===== config.mk =====
export PLATFORM = sky130hd
export DESIGN_NAME = uart_rx
export DESIGN_NICKNAME = d
export VERILOG_FILES = /design/src/rtl/uart_rx.sv
export SDC_FILE = /design/constraint.sdc
export NUM_CORES = 1
export LEC_CHECK = 0
export ABC_AREA = 1
export BUFFER_PORTS_ARGS = -buffer_cell sky130_fd_sc_hd__buf_4
export CELL_PAD_IN_SITES_DETAIL_PLACEMENT = 1
export CELL_PAD_IN_SITES_GLOBAL_PLACEMENT = 2
export CORE_ASPECT_RATIO = 1.4
export CORE_MARGIN = 1.5
export CORE_UTILIZATION = 35
export CTS_CLUSTER_DIAMETER = 150
export DETAILED_ROUTE_END_ITERATION = 10
export PLACE_DENSITY = 0.85
export SLEW_MARGIN = 20
export SYNTH_ARGS = -nofsm -noshare
export SYNTH_HDL_FRONTEND = slang
export SYNTH_SLANG_ARGS = --single-unit

===== constraint.sdc =====
create_clock -name clk -period 2.2 [get_ports clk]
set_input_delay 0.55 -clock clk [delete_from_list [all_inputs] [get_ports clk]]
set_output_delay 0.55 -clock clk [all_outputs]
set_load 0.02 [all_outputs]

===== src/rtl/uart_rx.sv =====
// UART receiver with 16x oversampling: recovers LSB-first frames from rx,
// presents each good byte on dout with rx_done_tick, flags a low stop bit with frame_err.
module uart_rx #(
    parameter int DBIT    = 8,
    parameter int SB_TICK = 16
) (
    input  logic            clk,
    input  logic            rst_n,
    input  logic            s_tick,
    input  logic            rx,
    output logic [DBIT-1:0] dout,
    output logic            rx_done_tick,
    output logic            frame_err
);

    typedef enum logic [1:0] {
        IDLE  = 2'd0,
        START = 2'd1,
        DATA  = 2'd2,
        STOP  = 2'd3
    } state_t;

    localparam logic [4:0] S_MID      = 5'd7;
    localparam logic [4:0] S_BIT_END  = 5'd15;
    localparam logic [4:0] S_STOP_END = 5'(SB_TICK - 1);
    localparam logic [2:0] N_LAST     = 3'(DBIT - 1);

    logic            sync1_q;
    logic            rx_s_q;
    logic            rx_dly_q;
    logic            fall_edge;

    state_t          state_q, state_d;
    logic [4:0]      s_q, s_d;
    logic [2:0]      n_q, n_d;
    logic [DBIT-1:0] b_q, b_d;
    logic [DBIT-1:0] dout_q, dout_d;
    logic            done_q, done_d;
    logic            ferr_q, ferr_d;

    // Only a high-to-low transition starts a frame, so a held-low line
    // (break, or the tail of a framing error) cannot retrigger the receiver.
    assign fall_edge = rx_dly_q & ~rx_s_q;

    always_comb begin
        state_d = state_q;
        s_d     = s_q;
        n_d     = n_q;
        b_d     = b_q;
        dout_d  = dout_q;
        done_d  = 1'b0;
        ferr_d  = 1'b0;

        case (state_q)
            IDLE: begin
                if (fall_edge) begin
                    state_d = START;
                    s_d     = 5'd0;
                end
            end
            START: begin
                if (s_tick) begin
                    if (s_q == S_MID) begin
                        if (!rx_s_q) begin
                            state_d = DATA;
                            s_d     = 5'd0;
                            n_d     = 3'd0;
                        end else begin
                            state_d = IDLE;
                        end
                    end else begin
                        s_d = s_q + 5'd1;
                    end
                end
            end
            DATA: begin
                if (s_tick) begin
                    if (s_q == S_BIT_END) begin
                        s_d = 5'd0;
                        b_d = {rx_s_q, b_q[DBIT-1:1]};
                        if (n_q == N_LAST) begin
                            state_d = STOP;
                        end else begin
                            n_d = n_q + 3'd1;
                        end
                    end else begin
                        s_d = s_q + 5'd1;
                    end
                end
            end
            STOP: begin
                if (s_tick) begin
                    if (s_q == S_STOP_END) begin
                        state_d = IDLE;
                        if (rx_s_q) begin
                            dout_d = b_q;
                            done_d = 1'b1;
                        end else begin
                            ferr_d = 1'b1;
                        end
                    end else begin
                        s_d = s_q + 5'd1;
                    end
                end
            end
            default: state_d = IDLE;
        endcase
    end

    always_ff @(posedge clk or negedge rst_n) begin
        if (!rst_n) begin
            sync1_q  <= 1'b1;
            rx_s_q   <= 1'b1;
            rx_dly_q <= 1'b1;
            state_q  <= IDLE;
            s_q      <= 5'd0;
            n_q      <= 3'd0;
            b_q      <= '0;
            dout_q   <= '0;
            done_q   <= 1'b0;
            ferr_q   <= 1'b0;
        end else begin
            sync1_q  <= rx;
            rx_s_q   <= sync1_q;
            rx_dly_q <= rx_s_q;
            state_q  <= state_d;
            s_q      <= s_d;
            n_q      <= n_d;
            b_q      <= b_d;
            dout_q   <= dout_d;
            done_q   <= done_d;
            ferr_q   <= ferr_d;
        end
    end

    assign dout         = dout_q;
    assign rx_done_tick = done_q;
    assign frame_err    = ferr_q;

endmodule


==> impl_metrics.env <==
export IMPL_top_usage_layer="met2"
export IMPL_critPathArrivalTime_ns=2.10
export IMPL_cts_root_buf="clkbuf_8"
export IMPL_numCtsBuffers=5
export IMPL_synthXorXnorAreaFrac_pct=0
export IMPL_clkLatencyLatePin_ns=0.28
export IMPL_maxCapViolCount=0
export IMPL_hold_violations=0
export IMPL_detail_route_wirelength_um=3180
export IMPL_dp_slack_ns=0.194
export IMPL_worst_hold_path_type="in -> async"
export IMPL_layout_min_cycle_time_ns=1.93
export IMPL_drv_slew=0
export IMPL_globalRouteMet1Util_pct=15.7
export IMPL_avgSynthCellArea_um2=8.30
export IMPL_adder_cell_share_of_the_synthesized_area_pct=4.86
export IMPL_via_count_of_the_first_global_routing_pass=1263
export IMPL_synth_compound_area_share_pct=6.89
export IMPL_clock_tree_buffer_depth=2
export IMPL_synth_simple_area_share_pct=28.5
export IMPL_mappedNetlistArea_um2=1540
export IMPL_initial_core_util_pct=36.4
export IMPL_antenna_found_initial=0
export IMPL_portBuffers=13
export IMPL_met2_usage_pct=28.7
export IMPL_firstDrtPassIters=3
export IMPL_fp_dieW_um=59.1
export IMPL_routabilityCongestion=0.740
export IMPL_top_level_ports=14
export IMPL_fin_ws_ns=0.270
export IMPL_post_cts_buffers=0
export IMPL_min_period_over_period_pct=87.7
export IMPL_cts_tree="yes"
export IMPL_cts_hold_buffers_added=0
export IMPL_yosys_mux_area_fraction_pct=0
export IMPL_layout_cells_most_common_list="nand2_1, dfrtp_1, inv_1"
export IMPL_viasPerCell=4.69
export IMPL_netlist_cell_type_count=21
export IMPL_cp_data_required_time_ns=2.37
export IMPL_powerDensity_nw_per_um2=979
export IMPL_maxClockFrequency_ghz=0.518
export IMPL_syn2layout_area_growth_pct=16.7
export IMPL_fin_worst_skew_ns=0.00275
export IMPL_std_cell_rows=28
export IMPL_critical_path_startpoint_type="register"
export IMPL_n_antenna_cell=0
export IMPL_tightestPinTransition_ns=0.390
export IMPL_unrepaired_setup_endpoints_after_global_routing="false"
export IMPL_clock_input_transition_at_the_sequential_cells_of_the_worst_setup_and_hold_paths_ns=0.07
export IMPL_detailroute_via_count=1237
export IMPL_outcome="finished clean"
export IMPL_critical_path_class="reg -> reg"
export IMPL_synthesis_yosys_warnings=0
export IMPL_core_area_um2=4240
export IMPL_grt_util_met3_pct=4.25
export IMPL_placement_cell_area_um2=1680
export IMPL_layout_cells_most_common="nand2_1"
export IMPL_groute_usage_overall_pct=15.3
export IMPL_design_final_nets=213
export IMPL_syn_num_nets=196
export IMPL_drc_errors=0
export IMPL_grt_max_degree=32
export IMPL_synth_seq_area_share_pct=50.5
export IMPL_fp_dieH_um=81.6
export IMPL_wl_per_cell_um=12.0
export IMPL_h_tree_depth=2
export IMPL_postLayoutCoreUtil_pct=42.5
export IMPL_leakagePower_nw=0.931
export IMPL_ir_drop_mv=0.558
export IMPL_report_final_setup_viol=0
export IMPL_slew_headroom_pct=74.0
export IMPL_globalRoute_totalOverflow=0
export IMPL_syn_inst=186
export IMPL_hpwlAfterDp_um=2440
export IMPL_synth_top_family_by_area="simple AND/OR/NAND/NOR gates"
export IMPL_crit_fanout=5
export IMPL_design_die_area_um2=4820
export IMPL_setup_tns_ns=0
export IMPL_detail_route_antenna_nets=0
export IMPL_critical_path_endpoint_type="register"
export IMPL_ys_ff_latch=31
export IMPL_global_route_wire_length_before_repair_um=5520
export IMPL_drt_iter0_drc=24
export IMPL_tritoncts_num_sinks=31
export IMPL_layout_drive_gt1_share_pct=17.6
export IMPL_stdcell_area_um2=1800
export IMPL_cts_resized_gates=0
[routing by layer]
| layer | part of all wire (%) | wire (µm) |
|---|---|---|
| met1 | 38 | 1220 |
| met2 | 58 | 1830 |
| met3 | 2.8 | 88 |
| met4 | 1.4 | 44 |
| met5 | 0 | 0 |
[worst max-delay path, cell delays in order, from the launching register on]
cell	delay [ns]
dfrtp_1	0.42
ha_1	0.19
nand2_1	0.08
nor2_2	0.14
ha_2	0.23
inv_1	0.08
nand3_1	0.16
nand2_1	0.07
nor2_1	0.23
nand3_1	0.11
nand2_1	0.07
nand2_1	0.05
[logic make-up (layout without fill, tap and decap cells)]
logic type	count (synthesis)	count (layout)
AND/OR/NAND/NOR	99	99
flip-flops	31	31
buffers and inverters	30	48
AO/OA/AOI/OAI	20	20
adder cells (fa/ha/maj)	6	6
[path summary, 6_finish.rpt]
kind / from / endpoint / slack, ns / cells past startpoint
max in group asynchronous: rst_n / rx_s_q$_DFF_PN1_ / 1.68 / 1
setup reg to reg: s_q[0]$_DFFE_PN0P_ / register / 0.27 / 11
hold / removal: rst_n / n_q[1]$_DFFE_PN0P_ / 0.19 / 1
setup / recovery: s_q[0]$_DFFE_PN0P_ / register / 0.27 / 11
min in group clk: sync1_q$_DFF_PN1_ / rx_s_q$_DFF_PN1_ / 0.36 / 0
hold reg to reg: sync1_q$_DFF_PN1_ / rx_s_q$_DFF_PN1_ / 0.36 / 0
[registers in the layout, indices dropped and copies added (netlist names), named ones only]
name / cells
rx_s_q: 1
dout: 8
s_q: 5
state_q: 1
rx_done_tick: 1
n_q: 3
b_q: 8
sync1_q: 1
frame_err: 1
rx_dly_q: 1
[through the flow]
step           hold slack [ns]  std cells  power [mW]
3_3_place_gp             0.346        256        1.17
4_1_cts                  0.201        264        1.79
3_5_place_dp             0.353        256        1.20
2_1_floorplan            0.254        186        1.09
5_1_grt                  0.207        264        1.89
6_report                 0.193        264        1.76
[report_power, final]
| group | leakage, nW | switching [mW] | internal (mW) |
|---|---|---|---|
| Sequential | 0.383 | 0.0931 | 0.632 |
| Clock | 0.0612 | 0.210 | 0.366 |
| Combinational | 0.487 | 0.319 | 0.144 |
| Total | 0.931 | 0.622 | 1.14 |
[synth_stat cells (all sizes together)]
| library cell | n | area share [%] |
|---|---|---|
| nor2 | 22 | 5.8 |
| ha | 6 | 4.9 |
| dfrtp | 28 | 45 |
| o21ai | 11 | 3.8 |
| nor3 | 3 | 1.7 |
| o211ai | 1 | 0.49 |
| a21oi | 8 | 2.6 |
| nand3b | 1 | 0.49 |
| buf | 4 | 2.9 |
| nand3 | 8 | 3.4 |
| nand4 | 4 | 1.6 |
| dfstp | 3 | 5.1 |
| nand2 | 61 | 15 |
| inv | 26 | 6.3 |
[final cells by class]
class / count / area, µm²
timing repair buffer: 14 / 105
clock buffer: 6 / 82.6
tap: 60 / 75.1
fill: 541 / 2440
inverter: 26 / 97.6
multi-input combinational: 125 / 627
clock inverter: 2 / 35.0
sequential: 31 / 779
Note: power is estimated with default switching activity, not from simulation.
